$ cat src/rtl/riscv32_fetch_unit.sv
// rtl/riscv32_fetch_unit.sv - RV32I instruction fetch front-end with prefetch FIFO and redirect handling
// Optional perf counters: define RISCV32_FETCH_PERF_CNT_EN to add perf_starve_cycles / perf_flush_count.
module riscv32_fetch_unit #(
  parameter int                  WORD_LEN   = 32,
  parameter logic [WORD_LEN-1:0] START_ADDR = '0,
  parameter int                  FIFO_DEPTH = 4
) (
  input  logic                clock,
  input  logic                reset,
  output logic                imem_req,
  output logic [WORD_LEN-1:0] imem_addr,
  input  logic                imem_gnt,
  input  logic                imem_rvalid,
  input  logic [WORD_LEN-1:0] imem_rdata,
  output logic                out_valid,
  output logic [WORD_LEN-1:0] out_inst,
  output logic [WORD_LEN-1:0] out_pc,
  input  logic                out_ready,
  input  logic                redirect,
  input  logic [WORD_LEN-1:0] redirect_pc
`ifdef RISCV32_FETCH_PERF_CNT_EN
  ,
  output logic [31:0]         perf_starve_cycles,
  output logic [31:0]         perf_flush_count
`endif
);

  localparam int PTR_W = $clog2(FIFO_DEPTH);
  localparam int CNT_W = PTR_W + 1;

  // Request channel state: the registered request is what the bus sees.
  logic                req_q;
  logic [WORD_LEN-1:0] req_addr_q;
  logic [WORD_LEN-1:0] fetch_pc_q;
  logic                stale_q;

  // Response bookkeeping.
  logic [CNT_W-1:0]    outstanding_q;
  logic [CNT_W-1:0]    drop_cnt_q;
  logic [WORD_LEN-1:0] resp_pc_q;

  // Prefetch FIFO.
  logic [WORD_LEN-1:0] inst_mem [FIFO_DEPTH];
  logic [WORD_LEN-1:0] pc_mem   [FIFO_DEPTH];
  logic [PTR_W-1:0]    rd_ptr_q;
  logic [PTR_W-1:0]    wr_ptr_q;
  logic [CNT_W-1:0]    fifo_count_q;

  // Next-state values.
  logic                grant;
  logic                push;
  logic                pop;
  logic                resp_drop;
  logic [WORD_LEN-1:0] target_pc;
  logic [CNT_W-1:0]    outstanding_nxt;
  logic [CNT_W-1:0]    fifo_count_nxt;
  logic [CNT_W-1:0]    drop_cnt_nxt;
  logic [CNT_W:0]      credit_used;
  logic                stale_nxt;
  logic                req_nxt;
  logic [WORD_LEN-1:0] req_addr_nxt;
  logic [WORD_LEN-1:0] fetch_pc_nxt;
  logic [WORD_LEN-1:0] resp_pc_nxt;

  // The two low target bits are architecturally meaningless for word fetch.
  logic unused_redirect_bits;
  assign unused_redirect_bits = ^redirect_pc[1:0];

  assign imem_req  = req_q;
  assign imem_addr = req_addr_q;

  // Head of FIFO drives the core; zeros while nothing is buffered.
  assign out_valid = (fifo_count_q != '0);
  assign out_inst  = out_valid ? inst_mem[rd_ptr_q] : '0;
  assign out_pc    = out_valid ? pc_mem[rd_ptr_q]   : '0;

  // Combinational event decode and next-state computation for all counters.
  always_comb begin
    grant     = req_q && imem_gnt;
    target_pc = {redirect_pc[WORD_LEN-1:2], 2'b00};
    resp_drop = imem_rvalid && (drop_cnt_q != '0);
    // A redirect swallows a response landing in the same cycle, and blocks pop.
    push      = imem_rvalid && (drop_cnt_q == '0) && !redirect;
    pop       = out_valid && out_ready && !redirect;

    outstanding_nxt = outstanding_q + CNT_W'(grant) - CNT_W'(imem_rvalid);

    if (redirect) begin
      fifo_count_nxt = '0;
    end else begin
      fifo_count_nxt = fifo_count_q + CNT_W'(push) - CNT_W'(pop);
    end

    // drop_cnt tracks in-flight responses that belong to an abandoned path.
    if (redirect) begin
      drop_cnt_nxt = outstanding_nxt;
      stale_nxt    = req_q && !imem_gnt;
    end else begin
      drop_cnt_nxt = drop_cnt_q - CNT_W'(resp_drop) + CNT_W'(stale_q && grant);
      stale_nxt    = stale_q && !grant;
    end

    // A stale grant does not advance fetch_pc; it already points at the target.
    if (redirect) begin
      fetch_pc_nxt = target_pc;
    end else if (grant && !stale_q) begin
      fetch_pc_nxt = fetch_pc_q + WORD_LEN'(4);
    end else begin
      fetch_pc_nxt = fetch_pc_q;
    end

    if (redirect) begin
      resp_pc_nxt = target_pc;
    end else if (push) begin
      resp_pc_nxt = resp_pc_q + WORD_LEN'(4);
    end else begin
      resp_pc_nxt = resp_pc_q;
    end

    // Credits: in-flight plus buffered words never exceed the FIFO size.
    credit_used = {1'b0, outstanding_nxt} + {1'b0, fifo_count_nxt};
    if (req_q && !imem_gnt) begin
      req_nxt      = 1'b1;
      req_addr_nxt = req_addr_q;
    end else begin
      req_nxt      = credit_used < (CNT_W + 1)'(FIFO_DEPTH);
      req_addr_nxt = fetch_pc_nxt;
    end
  end

  // Control and counter registers.
  always_ff @(posedge clock) begin
    if (reset) begin
      req_q         <= 1'b0;
      req_addr_q    <= START_ADDR;
      fetch_pc_q    <= START_ADDR;
      resp_pc_q     <= START_ADDR;
      stale_q       <= 1'b0;
      outstanding_q <= '0;
      drop_cnt_q    <= '0;
      fifo_count_q  <= '0;
    end else begin
      req_q         <= req_nxt;
      req_addr_q    <= req_addr_nxt;
      fetch_pc_q    <= fetch_pc_nxt;
      resp_pc_q     <= resp_pc_nxt;
      stale_q       <= stale_nxt;
      outstanding_q <= outstanding_nxt;
      drop_cnt_q    <= drop_cnt_nxt;
      fifo_count_q  <= fifo_count_nxt;
    end
  end

  // FIFO pointers; a flush simply rewinds both to the same slot.
  always_ff @(posedge clock) begin
    if (reset) begin
      rd_ptr_q <= '0;
      wr_ptr_q <= '0;
    end else if (redirect) begin
      rd_ptr_q <= '0;
      wr_ptr_q <= '0;
    end else begin
      if (push) begin
        wr_ptr_q <= wr_ptr_q + PTR_W'(1);
      end
      if (pop) begin
        rd_ptr_q <= rd_ptr_q + PTR_W'(1);
      end
    end
  end

  // FIFO storage; contents need no reset because outputs are gated by out_valid.
  always_ff @(posedge clock) begin
    if (push) begin
      inst_mem[wr_ptr_q] <= imem_rdata;
      pc_mem[wr_ptr_q]   <= resp_pc_q;
    end
  end

`ifdef RISCV32_FETCH_PERF_CNT_EN
  // Performance counters: core starvation cycles and pipeline flushes.
  always_ff @(posedge clock) begin
    if (reset) begin
      perf_starve_cycles <= '0;
      perf_flush_count   <= '0;
    end else begin
      if (!out_valid && out_ready) begin
        perf_starve_cycles <= perf_starve_cycles + 32'd1;
      end
      if (redirect) begin
        perf_flush_count <= perf_flush_count + 32'd1;
      end
    end
  end
`endif

endmodule
$ cat config.mk
export PLATFORM = sky130hd
export DESIGN_NAME = riscv32_fetch_unit
export DESIGN_NICKNAME = d
export VERILOG_FILES = /design/src/rtl/riscv32_fetch_unit.sv
export SDC_FILE = /design/constraint.sdc
export NUM_CORES = 1
export LEC_CHECK = 0
export CAP_MARGIN = 10
export CORE_MARGIN = 2
export CORE_UTILIZATION = 48
export DETAILED_ROUTE_END_ITERATION = 8
export GPL_ROUTABILITY_DRIVEN = 0
export GPL_TIMING_DRIVEN = 0
export PLACE_DENSITY = 0.71
export SLEW_MARGIN = 25
export SYNTH_ARGS = -nofsm -noshare
export SYNTH_HDL_FRONTEND = slang
export SYNTH_SLANG_ARGS = --single-unit
$ cat constraint.sdc
create_clock -name clock -period 4.28 [get_ports clock]
set_input_delay 0.856 -clock clock [delete_from_list [all_inputs] [get_ports clock]]
set_output_delay 0.856 -clock clock [all_outputs]
set_load 0.005 [all_outputs]
==> results of run 1 <==
## layout make-up
cell class	instances	area (um^2)
Fill cell	2279	11800
Sequential cell	359	9670
Multi-Input combinational cell	568	4700
Timing Repair Buffer	167	1720
Clock buffer	52	1010
Tap cell	390	488
Buffer	59	245
Clock inverter	14	148
Inverter	19	71.3
## stage by stage
| stage | instances | TNS [ns] | power, uW |
|---|---|---|---|
| after floorplan | 1006 | 0 | 4710 |
| after global placement | 1558 | -340.20 | 5180 |
| after detailed placement | 1563 | -0.740 | 5210 |
| after CTS | 1629 | 0 | 8300 |
| after global routing | 1628 | 0 | 8560 |
| final | 1628 | 0 | 8240 |
## flip-flops by register name (all words and copies together) (netlist names), named ones only
name and count:
inst_mem 128, pc_mem 120, fetch_pc_q 32, imem_addr 32
resp_pc_q 30, drop_cnt_q 3, fifo_count_q 3, outstanding_q 3
rd_ptr_q 2, wr_ptr_q 2, imem_req 1, stale_q 1
## per-layer routing
| metal | wire length [um] | share of wire, % |
|---|---|---|
| met1 | 14600 | 44 |
| met2 | 15800 | 47 |
| met3 | 2450 | 7.3 |
| met4 | 537 | 1.6 |
| met5 | 0 | 0 |
## cells in the final DEF (no fill, tap or decap), types with 34 or more instances in the layout
master,instances
dfxtp_1,111
edfxtp_1,248
nor2b_1,70
mux4_2,62
clkbuf_16,37
clkdlybuf4s50_1,162
nor2_1,55
nand2_1,46
clkbuf_1,54
nor3_1,34
## worst max-delay path: stages, from the launching register on
cell and delay (ns):
dfxtp_1 0.30, clkbuf_1 0.48, clkdlybuf4s15_2 0.55, mux4_2 0.61, nor2b_1 0.17, clkdlybuf4s50_1 0.47
## power breakdown
| part | internal [uW] | leakage [uW] | switching (uW) |
|---|---|---|---|
| Combinational | 529 | 0.00206 | 507 |
| Sequential | 3950 | 0.00318 | 155 |
| Clock | 1830 | 0.000572 | 1270 |
| Total | 6310 | 0.00581 | 1930 |
## kinds of logic (layout without fill, tap and decap cells)
family / Yosys count / count (layout) / synth area share [%]
AOI/OAI and AO/OA: 115 / 115 / 5.64
DFF: 359 / 359 / 66.0
adders and majority gates: 17 / 17 / 1.61
and+or+nand+nor: 317 / 317 / 11.7
muxes: 69 / 69 / 10.1
xor gates and xnor gates: 48 / 48 / 2.87
buffers and inverters: 79 / 311 / 2.08
other: 1 / 2 / 0.0256
## path summary, 6_finish.rpt
check,slack (ns),cells past startpoint,end,from
max,0.33,5,out_inst[30],register
max reg2reg,1.13,14,imem_req$_SDFF_PP0_,drop_cnt_q[1]$_SDFF_PP0_
min,0.46,1,fetch_pc_q[0]$_SDFF_PP0_,fetch_pc_q[0]$_SDFF_PP0_
min reg2reg,0.46,1,fetch_pc_q[0]$_SDFF_PP0_,fetch_pc_q[0]$_SDFF_PP0_
## what timing repair did
| item | CTS | global route |
|---|---|---|
| pin swaps | 0 | 0 |
| hold buffers | 0 | 0 |
| cloned | 0 | 0 |
| resized for setup | 3 | 10 |
| setup endpoints to repair | 2 | 38 |
==> results.sh, run 1 <==
export IMPL_synth_area_leaders="edfxtp_1 51%, dfxtp_1 15%, mux4_2 9.5%"
export IMPL_critPathMaxFanout=10
export IMPL_yosysWarnings=0
export IMPL_fmax_mhz=253
export IMPL_post_cts_buffers=0
export IMPL_diodes=0
export IMPL_vdd_drop_max_mv=0.273
export IMPL_busiest_layer="met2"
export IMPL_use_met2_pct=34.9
export IMPL_use_met1_pct=29.6
export IMPL_critPathRequiredTime_ns=3.42
export IMPL_ios=168
export IMPL_powerDensity_mw_per_mm2=456
export IMPL_grt_ovfl_total=0
export IMPL_period_share_pct=92.2
export IMPL_port_buffers=162
export IMPL_tightest_slew_ns=0.873
export IMPL_use_met3_pct=3.50
export IMPL_yosysMostFrequentCell="edfxtp_1"
export IMPL_routed_via_density=5.65
export IMPL_antenna_found_initial=0
export IMPL_hpwl_um=22900
export IMPL_end_kind="primary output"
export IMPL_clockRootBuffer="clkbuf_16"
export IMPL_synth_flop_cell="edfxtp_1"
export IMPL_period_minus_slack_ns=3.95
export IMPL_outcome="completed"
export IMPL_ys_ff_latch=359
export IMPL_synth_edf_count=248
export IMPL_hold_viol=0
export IMPL_p_leak_uw=0.00581
export IMPL_cts_max_level=2
export IMPL_fin_skew_ns=0.0103
export IMPL_syn_to_final_growth_pct=23.4
export IMPL_first_iter_violations=803
export IMPL_fin_area_mm2=0.0181
export IMPL_drc=0
export IMPL_start_util_pct=49.0
export IMPL_grt_max_degree=43
export IMPL_grt_pass1_vias=9125
export IMPL_maxCapViolations=0
export IMPL_via_count=9203
export IMPL_hold_class="register to register"
export IMPL_final_nets=1298
export IMPL_clock_sinks=359
export IMPL_die_x_um=179
export IMPL_ant_nets=0
export IMPL_final_layout_size_suffix_gt1_share_pct=11.8
export IMPL_grt_total_usage_pct=21.1
export IMPL_worstSetupPathType="register to primary output"
export IMPL_rsz0062_at_grt="no"
export IMPL_synth_top_cell_area_share_pct=50.9
export IMPL_place_area_mm2=0.0169
export IMPL_synth_seq_area_share_pct=66.0
export IMPL_crit_path_start_kind="register"
export IMPL_cp_arrival_ns=3.09
export IMPL_dp_slack_ns=-0.610
export IMPL_cts_tree="built"
export IMPL_dieHeight_um=179
export IMPL_die_area_mm2=0.0319
export IMPL_drtPass1Iterations=5
export IMPL_clock_latency_ns=0.52
export IMPL_setup_ws_ns=0.332
export IMPL_yosys_area_top_type="edfxtp_1"
export IMPL_wire_per_inst_um=20.5
export IMPL_grt_pass1_wl_um=51600
export IMPL_cts_clk_slew_worst_paths_ns=0.06
export IMPL_core_area_mm2=0.0299
export IMPL_cts_buffers_inserted=37
export IMPL_syn_mean_instance_area_um2=14.6
export IMPL_whs_ns=0.464
export IMPL_synth_common_cells="248 x edfxtp_1, 111 x dfxtp_1, 70 x nor2b_1"
export IMPL_setup_violations_final=0
export IMPL_synthArstFlopShare_pct=0
export IMPL_finalWirelength_um=33400
export IMPL_slew_headroom_pct=41.0
export IMPL_clockBufferDepth=3
export IMPL_mappedNetlistArea_mm2=0.0146
export IMPL_netlist_instances=1005
export IMPL_synth_cell_type_count=57
export IMPL_maxSlewViolCount=0
export IMPL_num_rows=63
export IMPL_fin_util_pct=60.5
No activity file was read; power rests on OpenSTA's default activity.
==> run 2: changes to the inputs <==
--- a/config.mk
+++ b/config.mk
@@ -8,10 +8,13 @@
 export CAP_MARGIN = 10
 export CORE_MARGIN = 2
 export CORE_UTILIZATION = 48
+export CTS_CLUSTER_DIAMETER = 120
+export CTS_CLUSTER_SIZE = 10
 export DETAILED_ROUTE_END_ITERATION = 8
 export GPL_ROUTABILITY_DRIVEN = 0
 export GPL_TIMING_DRIVEN = 0
 export PLACE_DENSITY = 0.71
+export SKIP_CTS_REPAIR_TIMING = 1
 export SLEW_MARGIN = 25
 export SYNTH_ARGS = -nofsm -noshare
 export SYNTH_HDL_FRONTEND = slang
==> run 2 against run 1 <==
Compared with the run above:
- sequential power about the same
- critical path depth unchanged
- clock power decreased by 3%
- routed wire length increased by 0.23%
- flip-flop and latch count unchanged
- sequential share of layout area increased by 0.17 points
- worst hold slack got worse by 0.00069 ns
- first-iteration DRC count decreased by 9.3%
- final area decreased by 0.32%
==> results.sh, run 2 (synthesis results as in run 1) <==
export IMPL_clock_latency_ns=0.52
export IMPL_whs_ns=0.463
export IMPL_fin_skew_ns=0.0113
export IMPL_mostFrequentLayoutCells="248 x edfxtp_1, 162 x clkdlybuf4s50_1, 111 x dfxtp_1, 70 x nor2b_1"
export IMPL_tightest_slew_ns=0.869
export IMPL_cpPeakStageDelay_ns=0.72
export IMPL_clock_sinks=359
export IMPL_cp_slowest_cell="buf_1"
export IMPL_grt_max_degree=43
export IMPL_drtPass1Iterations=5
export IMPL_num_rows=63
export IMPL_dp_slack_ns=-0.610
export IMPL_drc=0
export IMPL_first_iter_violations=728
export IMPL_clockBufferDepth=3
export IMPL_p_leak_uw=0.00576
export IMPL_layout_area_seq_mm2=0.00967
export IMPL_antenna_found_initial=0
export IMPL_hold_viol=0
export IMPL_crit_chain="clkbuf_1 -> buf_1 -> mux4_2 -> nor2b_1 -> clkdlybuf4s50_1"
export IMPL_clockRootBuffer="clkbuf_16"
export IMPL_largest_reg_flops=128
export IMPL_worstSetupPathType="register to primary output"
export IMPL_crit_path_start_kind="register"
export IMPL_end_kind="primary output"
export IMPL_grt_pass1_vias=9093
export IMPL_cp_buffers_inverters=3
export IMPL_setup_ws_ns=0.165
export IMPL_critPathMaxFanout=10
export IMPL_grt_pass1_wl_um=51800
export IMPL_vdd_drop_max_mv=0.290
export IMPL_port_buffers=162
export IMPL_final_nets=1302
export IMPL_rrSetupSlack_ns=1.12
export IMPL_min_path_cells=1
export IMPL_final_common_cell="edfxtp_1"
export IMPL_final_layout_size_suffix_gt1_share_pct=10.9
export IMPL_hold_class="register to register"
export IMPL_die_x_um=179
export IMPL_multiInputGateArea_mm2=0.00470
export IMPL_outcome="completed"
export IMPL_cts_tree="built"
export IMPL_fmax_mhz=243
export IMPL_setup_tns_ns=0
export IMPL_reg2reg_to="imem_req$_SDFF_PP0_"
export IMPL_dieHeight_um=179
export IMPL_start_util_pct=49.0
export IMPL_cts_clk_slew_worst_paths_ns=0.05
export IMPL_hpwl_um=22900
export IMPL_routed_via_density=5.66
export IMPL_grt_total_usage_pct=21.2
export IMPL_largestRegisters="inst_mem x128, pc_mem x120"
export IMPL_die_area_mm2=0.0319
export IMPL_powerDensity_mw_per_mm2=453
export IMPL_syn_to_final_growth_pct=23.0
export IMPL_core_area_mm2=0.0299
export IMPL_reg2regPathDepth=14
export IMPL_cp_arrival_ns=3.26
export IMPL_r2r_start="drop_cnt_q[1]$_SDFF_PP0_"
export IMPL_min_from="fetch_pc_q[0]$_SDFF_PP0_"
export IMPL_hold_end="fetch_pc_q[0]$_SDFF_PP0_"
export IMPL_diodes=0
export IMPL_ant_nets=0
export IMPL_period_minus_slack_ns=4.11
export IMPL_regMostFlops="inst_mem"
export IMPL_grt_ovfl_total=0
export IMPL_slew_headroom_pct=41.3
export IMPL_cts_max_level=2
export IMPL_maxCapViolations=0
export IMPL_rsz0062_at_grt="yes"
export IMPL_setup_violations_final=0
export IMPL_ios=168
export IMPL_cts_buffers_inserted=41
export IMPL_critPathRequiredTime_ns=3.42
export IMPL_period_share_pct=96.1
export IMPL_finalWirelength_um=33500
export IMPL_wire_per_inst_um=20.6
export IMPL_via_count=9187
export IMPL_cp_top_family="buffers and inverters"
export IMPL_power_uw=8160
export IMPL_crit_cells=5
export IMPL_nFillCells=2264
export IMPL_maxSlewViolCount=0
[run 2: cell count changes in the layout (fill, tap and decap cells not counted), moves of 3 or more]
cell | previous run | this run
clkinv_2 | 5 | 0
bufinv_16 | 3 | 0
clkbuf_16 | 37 | 41
clkinv_1 | 5 | 1
clkbuf_8 | 3 | 0
clkbuf_1 | 54 | 62
clkbuf_2 | 6 | 3
buf_1 | 6 | 10
[run 2: worst max path at each step]
stage                      startpoint                         to  slack (ns)
after floorplan           imem_rvalid   inst_mem[0][0]$_DFFE_PP_        0.77
after global placement       redirect  inst_mem[0][24]$_DFFE_PP_       -1.45
after detailed placement     redirect        imem_req$_SDFF_PP0_       -0.61
after CTS                    redirect        imem_req$_SDFF_PP0_       -0.08
after global routing         register                 out_pc[22]       -0.05
final                        register                out_inst[0]        0.17
[run 2: worst register-to-register path, cell delays in order, from the launching register on]
cell	delay (ns)
dfxtp_1	0.36
or4b_1	0.56
buf_2	0.19
nor2_1	0.09
inv_1	0.05
ha_1	0.26
inv_1	0.04
ha_1	0.18
fa_1	0.37
xnor2_1	0.25
nor2_1	0.07
ha_1	0.28
nor3_1	0.19
a21oi_1	0.09
nor2_1	0.10
[run 2: routing by layer]
| metal | GRT usage [%] | vias to the layer above | wire [um] |
|---|---|---|---|
| met5 | 0 | - | 0 |
| met4 | 4.17 | 0 | 455 |
| met3 | 3.52 | 36 | 2330 |
| met2 | 35.1 | 352 | 16000 |
| met1 | 29.9 | 4539 | 14700 |
| li1 | - | 4260 | - |
[run 2: stage by stage]
step	cells	area, um^2	util [%]
after floorplan	1006	14600	-
after global placement	1558	16800	56.1
after detailed placement	1563	16900	56.5
after CTS	1625	18000	60.2
after global routing	1624	18000	60.3
final	1624	18000	60.3
[run 2: final cells by class]
cell class,count,share of cell area [%]
Clock inverter,2,0.0973
Multi-Input combinational cell,568,26.1
Sequential cell,359,53.7
Tap cell,390,2.71
Clock buffer,60,6.09
Inverter,19,0.396
Timing Repair Buffer,167,9.58
Buffer,59,1.30
[run 2: where the power goes]
part | internal [uW] | leakage, uW | switching, uW | total (uW)
registers | 3950 | 0.00318 | 154 | 4110
logic | 529 | 0.00205 | 509 | 1040
clock network | 1750 | 0.000537 | 1260 | 3010
total | 6240 | 0.00576 | 1920 | 8160
==> run 3: changes to the inputs <==
--- a/config.mk
+++ b/config.mk
@@ -6,7 +6,6 @@
 export NUM_CORES = 1
 export LEC_CHECK = 0
 export CAP_MARGIN = 10
-export CORE_MARGIN = 2
 export CORE_UTILIZATION = 48
 export CTS_CLUSTER_DIAMETER = 120
 export CTS_CLUSTER_SIZE = 10
==> run 3 against run 2 <==
Compared with the run above:
- final area rose by 0.30%
- non-clock buffer count did not move
- sequential power barely moved
- clock power rose by 4%
- first-iteration DRC count rose by 28%
- register-to-register slack improved by 0.09 ns
- global-route usage rose by 0.42 points
- worst hold slack improved by 0.0032 ns
==> results.sh, run 3 (synthesis results as in run 1) <==
export IMPL_p_leak_uw=0.00579
export IMPL_vdd_drop_max_mv=0.297
export IMPL_largest_reg_flops=128
export IMPL_maxSlewViolCount=0
export IMPL_multiInputGateArea_mm2=0.00470
export IMPL_cts_buffers_inserted=41
export IMPL_reg2regPathDepth=14
export IMPL_via_count=9277
export IMPL_worstSetupPathType="register to primary output"
export IMPL_rrSetupSlack_ns=1.21
export IMPL_final_nets=1302
export IMPL_ios=168
export IMPL_fin_skew_ns=0.0177
export IMPL_comb_power_share_pct=12.6
export IMPL_port_buffers=162
export IMPL_hold_viol=0
export IMPL_period_minus_slack_ns=4.08
export IMPL_p_int_uw=6280
export IMPL_end_kind="primary output"
export IMPL_grt_pass1_vias=9151
export IMPL_clockBufferDepth=3
export IMPL_critPathMaxFanout=10
export IMPL_routed_via_density=5.68
export IMPL_ant_nets=0
export IMPL_dieHeight_um=177
export IMPL_tightest_slew_ns=0.813
export IMPL_syn_to_final_growth_pct=23.3
export IMPL_final_common_cell="edfxtp_1"
export IMPL_min_from="fetch_pc_q[0]$_SDFF_PP0_"
export IMPL_finalWirelength_um=33300
export IMPL_nFillCells=2282
export IMPL_maxCapViolations=0
export IMPL_crit_path_start_kind="register"
export IMPL_r2r_start="drop_cnt_q[1]$_SDFF_PP0_"
export IMPL_start_util_pct=49.1
export IMPL_cts_max_level=2
export IMPL_die_x_um=177
export IMPL_cts_clk_slew_worst_paths_ns=0.05
export IMPL_hpwl_um=22400
export IMPL_antenna_found_initial=0
export IMPL_period_share_pct=95.3
export IMPL_drc=0
export IMPL_wire_per_inst_um=20.4
export IMPL_hold_class="register to register"
export IMPL_slew_headroom_pct=45.3
export IMPL_num_rows=63
export IMPL_clock_latency_ns=0.54
export IMPL_grt_max_degree=44
export IMPL_min_path_cells=1
export IMPL_clockRootBuffer="clkbuf_16"
export IMPL_hold_end="fetch_pc_q[0]$_SDFF_PP0_"
export IMPL_setup_violations_final=0
export IMPL_largestRegisters="inst_mem x128, pc_mem x120"
export IMPL_critPathRequiredTime_ns=3.42
export IMPL_top_layer_used="met4"
export IMPL_swShare_pct=24.0
export IMPL_placedCellCount=1563
export IMPL_dr_wl_met2_um=15600
export IMPL_die_area_mm2=0.0312
export IMPL_reg2reg_to="imem_req$_SDFF_PP0_"
export IMPL_clock_sinks=359
export IMPL_final_layout_size_suffix_gt1_share_pct=11.1
export IMPL_grt_total_usage_pct=21.6
export IMPL_drtPass1Iterations=5
export IMPL_power_uw=8260
export IMPL_outcome="completed"
export IMPL_clkPwrFrac_pct=37.7
export IMPL_regMostFlops="inst_mem"
export IMPL_wl_met3_um=2490
export IMPL_fin_cells=1633
export IMPL_first_iter_violations=931
export IMPL_grt_pass1_wl_um=51400
export IMPL_p_switching_uw=1990
export IMPL_mostFrequentLayoutCells="248 x edfxtp_1, 162 x clkdlybuf4s50_1, 111 x dfxtp_1, 70 x nor2b_1, 70 x clkbuf_1"
export IMPL_wl_met1_um=14500
export IMPL_diodes=0
export IMPL_cp_arrival_ns=3.22
export IMPL_cts_tree="built"
export IMPL_fmax_mhz=245
export IMPL_layout_area_seq_mm2=0.00967
export IMPL_grt_ovfl_total=0
export IMPL_core_area_mm2=0.0298
export IMPL_seq_power_share_pct=49.7
export IMPL_powerDensity_mw_per_mm2=457
run 3: power by group through the flow:
stage          logic, uW  registers, uW  clock network [uW]
4_1_cts             1050           4100                3170
6_report            1040           4110                3120
3_5_place_dp        1040           4170                   0
3_3_place_gp        1000           4170                   0
5_1_grt             1140           4130                3290
2_1_floorplan        573           4140                   0
run 3: final cells by class:
cell class                      instances  area share, %
Timing Repair Buffer                  167           9.55
Multi-Input combinational cell        568           26.0
Clock buffer                           68           6.24
Buffer                                 59           1.32
Clock inverter                          3          0.208
Inverter                               19          0.395
Tap cell                              390           2.70
Sequential cell                       359           53.5
run 3: worst max path at each step:
stage | from | slack [ns] | cells after the start | endpoint
2_1_floorplan | imem_rvalid | 0.77 | 3 | inst_mem[0][0]$_DFFE_PP_
4_1_cts | register | -0.04 | 5 | out_pc[11]
5_1_grt | register | -0.01 | 5 | out_inst[18]
3_5_place_dp | redirect | -0.55 | 15 | imem_req$_SDFF_PP0_
3_3_place_gp | redirect | -1.30 | 5 | inst_mem[0][24]$_DFFE_PP_
6_report | register | 0.20 | 5 | out_inst[13]
run 3: critical path: stages, from the launching register on:
cell             delay (ns)
dfxtp_1                0.31
clkbuf_1               0.48
buf_1                  0.67
mux4_2                 0.61
nor2b_1                0.15
clkdlybuf4s50_1        0.47
run 3: per-stage QoR:
| step | TNS, ns | instance area, um^2 | utilization [%] | hold slack (ns) | setup slack [ns] |
|---|---|---|---|---|---|
| 6_report | 0 | 18100 | 60.6 | 0.466 | 0.202 |
| 5_1_grt | -0.0178 | 18100 | 60.6 | 0.499 | -0.00966 |
| 4_1_cts | -0.0738 | 18000 | 60.6 | 0.464 | -0.0400 |
| 3_5_place_dp | -0.640 | 16900 | 56.7 | 0.451 | -0.546 |
| 3_3_place_gp | -314.75 | 16800 | 56.2 | 0.447 | -1.30 |
| 2_1_floorplan | 0 | 14600 | - | 0.429 | 0.771 |
run 3: metal layers:
| layer | global-route usage (%) | vias up |
|---|---|---|
| met5 | 0 | - |
| met2 | 34.9 | 391 |
| met1 | 30.6 | 4576 |
| met3 | 3.44 | 54 |
| met4 | 5.85 | 0 |
| li1 | - | 4256 |
